===== config.mk =====
export PLATFORM = sky130hd
export DESIGN_NAME = ser2par_stream
export DESIGN_NICKNAME = d
export VERILOG_FILES = /design/src/rtl/ser2par_pkg.sv /design/src/rtl/ser2par_fifo.sv /design/src/rtl/ser2par_stream.sv
export SDC_FILE = /design/constraint.sdc
export NUM_CORES = 1
export LEC_CHECK = 0
export BUFFER_PORTS_ARGS = -buffer_cell sky130_fd_sc_hd__buf_2
export CORE_UTILIZATION = 50
export CTS_CLUSTER_SIZE = 14
export DETAILED_ROUTE_END_ITERATION = 16
export GPL_TIMING_DRIVEN = 0
export PLACE_DENSITY = 0.72
export SYNTH_ARGS = -nofsm -noshare
export SYNTH_HDL_FRONTEND = slang
export SYNTH_SLANG_ARGS = --single-unit

===== constraint.sdc =====
create_clock -name clk -period 1.75 [get_ports clk]
set_input_delay 0.175 -clock clk [delete_from_list [all_inputs] [get_ports clk]]
set_output_delay 0.175 -clock clk [all_outputs]
set_load 0.005 [all_outputs]

===== src/rtl/ser2par_pkg.sv =====
// Shared definitions for the serial-to-parallel stream converter:
// assembler state encoding and beats-per-word derivation.
package ser2par_pkg;

  typedef enum logic {
    ST_SHIFT = 1'b0,
    ST_HUNT  = 1'b1
  } state_t;

  function automatic int calc_beats(input int word_size, input int lanes);
    return word_size / lanes;
  endfunction

endpackage


===== src/rtl/ser2par_fifo.sv =====
// Power-of-two word buffer; head is visible the cycle after the push that filled it.
// A push into a full buffer is accepted only when a pop frees a slot the same cycle.
module ser2par_fifo #(
  parameter int WIDTH = 8,
  parameter int DEPTH = 2
) (
  input  logic             clk,
  input  logic             reset,
  input  logic             push,
  input  logic [WIDTH-1:0] push_data,
  input  logic             pop,
  output logic             full,
  output logic             empty,
  output logic [WIDTH-1:0] head
);

  localparam int AW = $clog2(DEPTH);

  logic [WIDTH-1:0] mem [DEPTH];
  logic [AW:0]      wr_ptr;
  logic [AW:0]      rd_ptr;
  logic             do_push;
  logic             do_pop;

  // Extra pointer bit distinguishes full from empty when the indices match.
  assign empty   = (wr_ptr == rd_ptr);
  assign full    = (wr_ptr[AW] != rd_ptr[AW]) && (wr_ptr[AW-1:0] == rd_ptr[AW-1:0]);
  assign do_pop  = pop && !empty;
  assign do_push = push && (!full || do_pop);
  assign head    = empty ? '0 : mem[rd_ptr[AW-1:0]];

  always_ff @(posedge clk or posedge reset) begin
    if (reset) begin
      wr_ptr <= '0;
      rd_ptr <= '0;
    end else begin
      if (do_push) wr_ptr <= wr_ptr + 1'b1;
      if (do_pop)  rd_ptr <= rd_ptr + 1'b1;
    end
  end

  always_ff @(posedge clk) begin
    if (do_push) mem[wr_ptr[AW-1:0]] <= push_data;
  end

endmodule


===== src/rtl/ser2par_stream.sv =====
// MSB-first serial-to-parallel assembler; a word is at parallel_out the cycle after its lsb beat.
// Input is never stalled; a word completing into a full buffer is dropped and flagged via overflow.
module ser2par_stream
  import ser2par_pkg::*;
#(
  parameter int WORD_SIZE  = 8,
  parameter int LANES      = 1,
  parameter int FIFO_DEPTH = 2
) (
  input  logic                 clk,
  input  logic                 reset,
  input  logic                 in_valid,
  input  logic [LANES-1:0]     serial_in,
  input  logic                 lsb_in,
  input  logic                 out_ready,
  output logic [WORD_SIZE-1:0] parallel_out,
  output logic                 valid,
  output logic                 frame_err,
  output logic                 overflow
);

  localparam int BEATS = calc_beats(WORD_SIZE, LANES);
  localparam int CW    = (BEATS > 1) ? $clog2(BEATS) : 1;
  localparam int SW    = (BEATS > 1) ? (WORD_SIZE - LANES) : 1;
  localparam logic [CW-1:0] LAST = CW'(BEATS - 1);

  state_t               state;
  logic [CW-1:0]        count;
  logic [SW-1:0]        shreg;
  logic [WORD_SIZE-1:0] next_word;
  logic                 push;
  logic                 pop;
  logic                 full;
  logic                 empty;

  // Only the bits still needed for the current word are kept between beats.
  if (BEATS > 1) begin : g_multi
    assign next_word = {shreg, serial_in};
  end else begin : g_single
    assign next_word = serial_in;
  end

  assign push  = in_valid && (state == ST_SHIFT) && lsb_in && (count == LAST);
  assign valid = !empty;
  assign pop   = valid && out_ready;

  always_ff @(posedge clk or posedge reset) begin
    if (reset) begin
      state     <= ST_SHIFT;
      count     <= '0;
      shreg     <= '0;
      frame_err <= 1'b0;
      overflow  <= 1'b0;
    end else begin
      frame_err <= 1'b0;
      overflow  <= push && full && !pop;
      if (in_valid) begin
        case (state)
          ST_SHIFT: begin
            if (lsb_in) begin
              count <= '0;
              shreg <= '0;
              if (count != LAST) frame_err <= 1'b1;
            end else if (count == LAST) begin
              frame_err <= 1'b1;
              state     <= ST_HUNT;
              count     <= '0;
              shreg     <= '0;
            end else begin
              count <= count + 1'b1;
              shreg <= next_word[SW-1:0];
            end
          end
          ST_HUNT: begin
            if (lsb_in) state <= ST_SHIFT;
          end
          default: state <= ST_SHIFT;
        endcase
      end
    end
  end

  ser2par_fifo #(
    .WIDTH (WORD_SIZE),
    .DEPTH (FIFO_DEPTH)
  ) u_fifo (
    .clk       (clk),
    .reset     (reset),
    .push      (push),
    .push_data (next_word),
    .pop       (pop),
    .full      (full),
    .empty     (empty),
    .head      (parallel_out)
  );

endmodule


# After elaboration in Yosys (flattened, before gate mapping)
# Memories as Yosys holds them, arrays and structs flattened.
# Cells that the tools add are included.
[word_totals]
ff_bits = 17
ram_bits = 16
inputBits = 6
elab_cells = 46
n_memories = 1
[mem_list]
columns = ["memory", "depth", "word_bits", "read_ports", "rd_ports_with_merged_regs", "write_ports", "line", "text"]
rows = [
  ["u_fifo.mem", 2, 8, 1, 0, 1, "ser2par_fifo.sv:19", "logic [WIDTH-1:0] mem [DEPTH];"],
]
[classes]
n_addsub = 3
eq_ne = 5
mux = 15
n_bitwise = 1
reduce_logical = 14
[op_table]
columns = ["op", "n"]
rows = [
  ["$mux W7", 2],
  ["$logic_and A1 B1 Y1", 9],
  ["$mux W1", 9],
  ["$mux W8", 1],
  ["$mux W3", 2],
  ["$add A2 B1 Y2 const B", 2],
  ["$add A3 B1 Y3 const B", 1],
  ["$eq A3 B3 Y1 const B", 1],
  ["$logic_not A1 Y1", 3],
  ["$ne A3 B3 Y1 const B", 1],
  ["$eq A2 B2 Y1", 1],
  ["$pmux W1 S2", 1],
  ["$reduce_and A2 Y1", 1],
  ["$eq A1 B1 Y1", 1],
  ["$logic_or A1 B1 Y1", 1],
  ["$ne A1 B1 Y1", 1],
  ["$not A1 Y1", 1],
]

# Logic depth before layout (Yosys ltp)
[depth]
word_depth = 8
mapped_depth = 5
depth_no_buf = 5

# Hierarchy
# A second synthesis with hierarchy kept.
[hier_totals]
cells_unflattened = 104
area_unflattened_um2 = 1428.9
[by_module_without_submodules]
columns = ["module", "instances", "cells_per_inst", "area_per_inst_um2", "seq_area_each_um2"]
rows = [
  ["ser2par_fifo", 1, 63, 852.1, 580.6],
  ["ser2par_stream", 1, 41, 576.8, 325.3],
]

# Least setup slack after synthesis
# OpenSTA, ideal clock, no wires.
[synth_path]
path_type = "register -> register"
start = "reg count[0]"
end = "mem u_fifo.mem[0][0] (enable)"
arrival_time_ns = 1.391
required_time_ns = 1.380
path_slack_ns = -0.011
path_stages_with_launch = 6
path_buffers = 0
cell_sequence = "dfrtp_1 ha_1 ha_1 and4b_1 o31ai_1 nor2_1"
[synth_between]
elab_chain_cells = 5
[synth_rtl]
columns = ["element", "line", "text"]
rows = [
  ["start, declared", "ser2par_stream.sv:28", "logic [CW-1:0] count;"],
  ["start signal, assigned", "ser2par_stream.sv:70", "count <= count + 1'b1;"],
  ["$eq A3 B3 Y1", "ser2par_stream.sv:43", "assign push = in_valid && (state == ST_SHIFT) && lsb_in && (count == LAST);"],
  ["$logic_and A1 B1 Y1", "ser2par_stream.sv:43", ""],
  ["$logic_and A1 B1 Y1", "ser2par_fifo.sv:29", "assign do_push = push && (!full || do_pop);"],
  ["$mux W1", "ser2par_fifo.sv:43", "if (do_push) mem[wr_ptr[AW-1:0]] <= push_data;"],
  ["$mux W1 (not written as such)", "ser2par_fifo.sv:43", ""],
  ["end, declared", "ser2par_fifo.sv:19", ""],
]
# No other way between the ends.

# Final worst setup path
[layout_path]
start = "reg count[0]"
end = "mem u_fifo.mem[0][2] (enable)"
# Same word-level chain as after synthesis.

==> impl_metrics.ini <==
[clock_network]
clock_sinks = 33
cts_tree = yes
clk_pin_slew_ns = 0.10
clockRootBuffer = clkbuf_4
htree_levels = 2
clockBufferDepth = 2
clk_latency_ns = 0.32
cts_buffers = 5

[sta]
worst_pin_slew_ns = 0.6415
slew_headroom = 0.5719
setup_viol = 0
fin_worst_skew_ns = 0.009423
fin_crit_ns = 1.668
hold_viol_final = 0
fmax_ghz = 0.5996
setup_ws_ns = 0.08216
drv_slew = 0
min_period_over_period = 0.9530
hold_ws_ns = 0.05311

[final_layout]
drive_gt1_frac = 0.2917
area_growth_pct = 17.88
fin_area_sq_mm = 0.001584
antenna-diode-count = 0
layout.nets = 128
mostFrequentLayoutCells = dfrtp_1 (16), buf_2 (16), edfxtp_1 (16), nor2_1 (9), mux2i_1 (8)

[die]
ios = 17
die_height_microns = 53.84
die_area_sq_mm = 0.002899
coreArea_sq_mm = 0.002500
num_rows = 18
initial_core_util = 0.5375
die_w_microns = 53.84

[critical_path]
cp-end-kind = flop
crit_type = reg -> reg
critPathArrivalTime_ns = 1.71
worstPathRequired_ns = 1.79
critPathMaxFanout = 8
cp-start-kind = flop

[placed_design]
hpwlAfterDp_mm = 1.398
portBuffers = 16
place.gp.congestion = 0.7367
place_ws_ns = -0.1073
placed_cell_area_sq_mm = 0.001464

[global_routing]
grt_pass1_wl_mm = 3.174
antenna_found_initial = 0
gr-total-overflow = 0
grt_pass1_vias = 699
track_usage = 0.1648
grt_max_degree = 18

[power_and_ir_drop]
p_total_w = 0.001892
ir_worst_vdd_uv = 774.1
p_leak_nw = 0.6969
powerDensity_mw_per_mm2 = 1195

[synthesis]
synth_top_area_frac = 0.3575
syn_inst = 93
ys.flop_type = dfrtp_1
synth_edf_count = 16
synth.distinct_cells = 26
yosysSeqAreaShare = 0.6741
synthTopCellsByArea = edfxtp_1 (36%), dfrtp_1 (32%), mux2i_1 (6.0%), a22o_1 (4.6%), xnor2_1 (3.3%)
async_flop_share = 0.5152
syn_nets = 102
netlist_area_sq_mm = 0.001344
avgSynthCellArea_sq_um = 14.45
yosysTopAreaCell = edfxtp_1
yosys_warnings = 0
synth-seq-cells = 33

[routing]
drt-initial-drc-count = 16
avgViaCountPerCell = 5.213
routed_wl_mm = 1.962
routedWlPerCell_microns = 13.08
dr.pass1.iters = 4
remaining_drc_errors = 0
vias = 782
drtAntennaViolNets = 0

[hold_path]
min_path_type = in -> reg

[status]
status = completed

[run]
drv_cap = 0
[path summary, 6_finish.rpt]
kind,startpoint,end,slack [ns],cells after the start
worst min-delay path,serial_in,u_fifo.mem[1][0],0.05,1
min in group asynchronous,reset,count[2],0.47,3
worst min register to register,count[1],count[1],0.50,2
worst max register to register,count[0],u_fifo.mem[0][2],0.08,6
worst max-delay path,count[0],u_fifo.mem[0][2],0.08,6
max in group asynchronous,reset,u_fifo.wr_ptr[0],0.83,3
[critical path, cell delays in order (launching register included)]
cell and delay (ns):
dfrtp_1 0.38, ha_1 0.16, ha_1 0.20, and4b_2 0.29, o31ai_2 0.10, nor2_2 0.14, buf_12 0.14
[metal layers]
metal / up-vias / wire (microns) / track usage
met2: 15 / 937 / 0.2510
li1: 391 / - / -
met1: 371 / 917 / 0.2083
met3: 5 / 63 / 0.05085
met5: - / 0 / 0
met4: 0 / 44 / 0.09211
[timing repair]
action                     in CTS  in global routing
setup endpoints to repair      25                 16
hold buffers                    1                  0
gates resized for setup         2                  6
hold endpoints to repair       17                  0
buffers inserted                1                  1
pin swaps                       2                  2
[logic make-up after synthesis]
group	after synthesis	share of synthesized area
flops	33	0.6741
simple gates	20	0.07264
compound gates	15	0.08846
mux	9	0.06797
xor+xnor	7	0.05121
buf+inv	6	0.01768
fa+ha+maj	3	0.02794
[metrics by stage]
stage / util / instances / setup TNS (ns)
2_1_floorplan: - / 93 / 0
3_3_place_gp: 0.5856 / 139 / -0.5980
6_report: 0.6336 / 150 / 0
5_1_grt: 0.6336 / 150 / -0.009521
4_1_cts: 0.6191 / 149 / 0
3_5_place_dp: 0.5856 / 139 / -1.115
[report_power, final]
part	leakage, nW	switching, W	total, W	internal [W]
clock network	0.0269	0.000231	0.000385	0.000154
logic	0.297	0.000297	0.000566	0.000269
registers	0.373	0.0000692	0.000941	0.000872
[sequential cells by signal (all words and copies together), names as in the netlist]
signal         count
u_fifo.rd_ptr      2
count              3
frame_err          1
state              1
overflow           1
u_fifo.mem        16
u_fifo.wr_ptr      2
shreg              7
[area by class of cell]
type                            count  area, sq um
Tap cell                           30        37.54
Buffer                              2        11.26
Clock inverter                      1        3.754
Sequential cell                    33        907.1
Timing Repair Buffer               19        117.6
Clock buffer                        7        45.04
Fill cell                         197        915.9
Multi-Input combinational cell     54        446.7
Inverter                            4        15.01
[synth_stat cells (3+ instances only)]
| library cell | count |
|---|---|
| xnor2_1 | 5 |
| ha_1 | 3 |
| inv_1 | 4 |
| a22o_1 | 7 |
| edfxtp_1 | 16 |
| dfrtp_1 | 17 |
| mux2i_1 | 8 |
| o21ai_0 | 3 |
| nand2_1 | 4 |
| nor2_1 | 10 |
No activity file was read; power rests on OpenSTA's default activity.
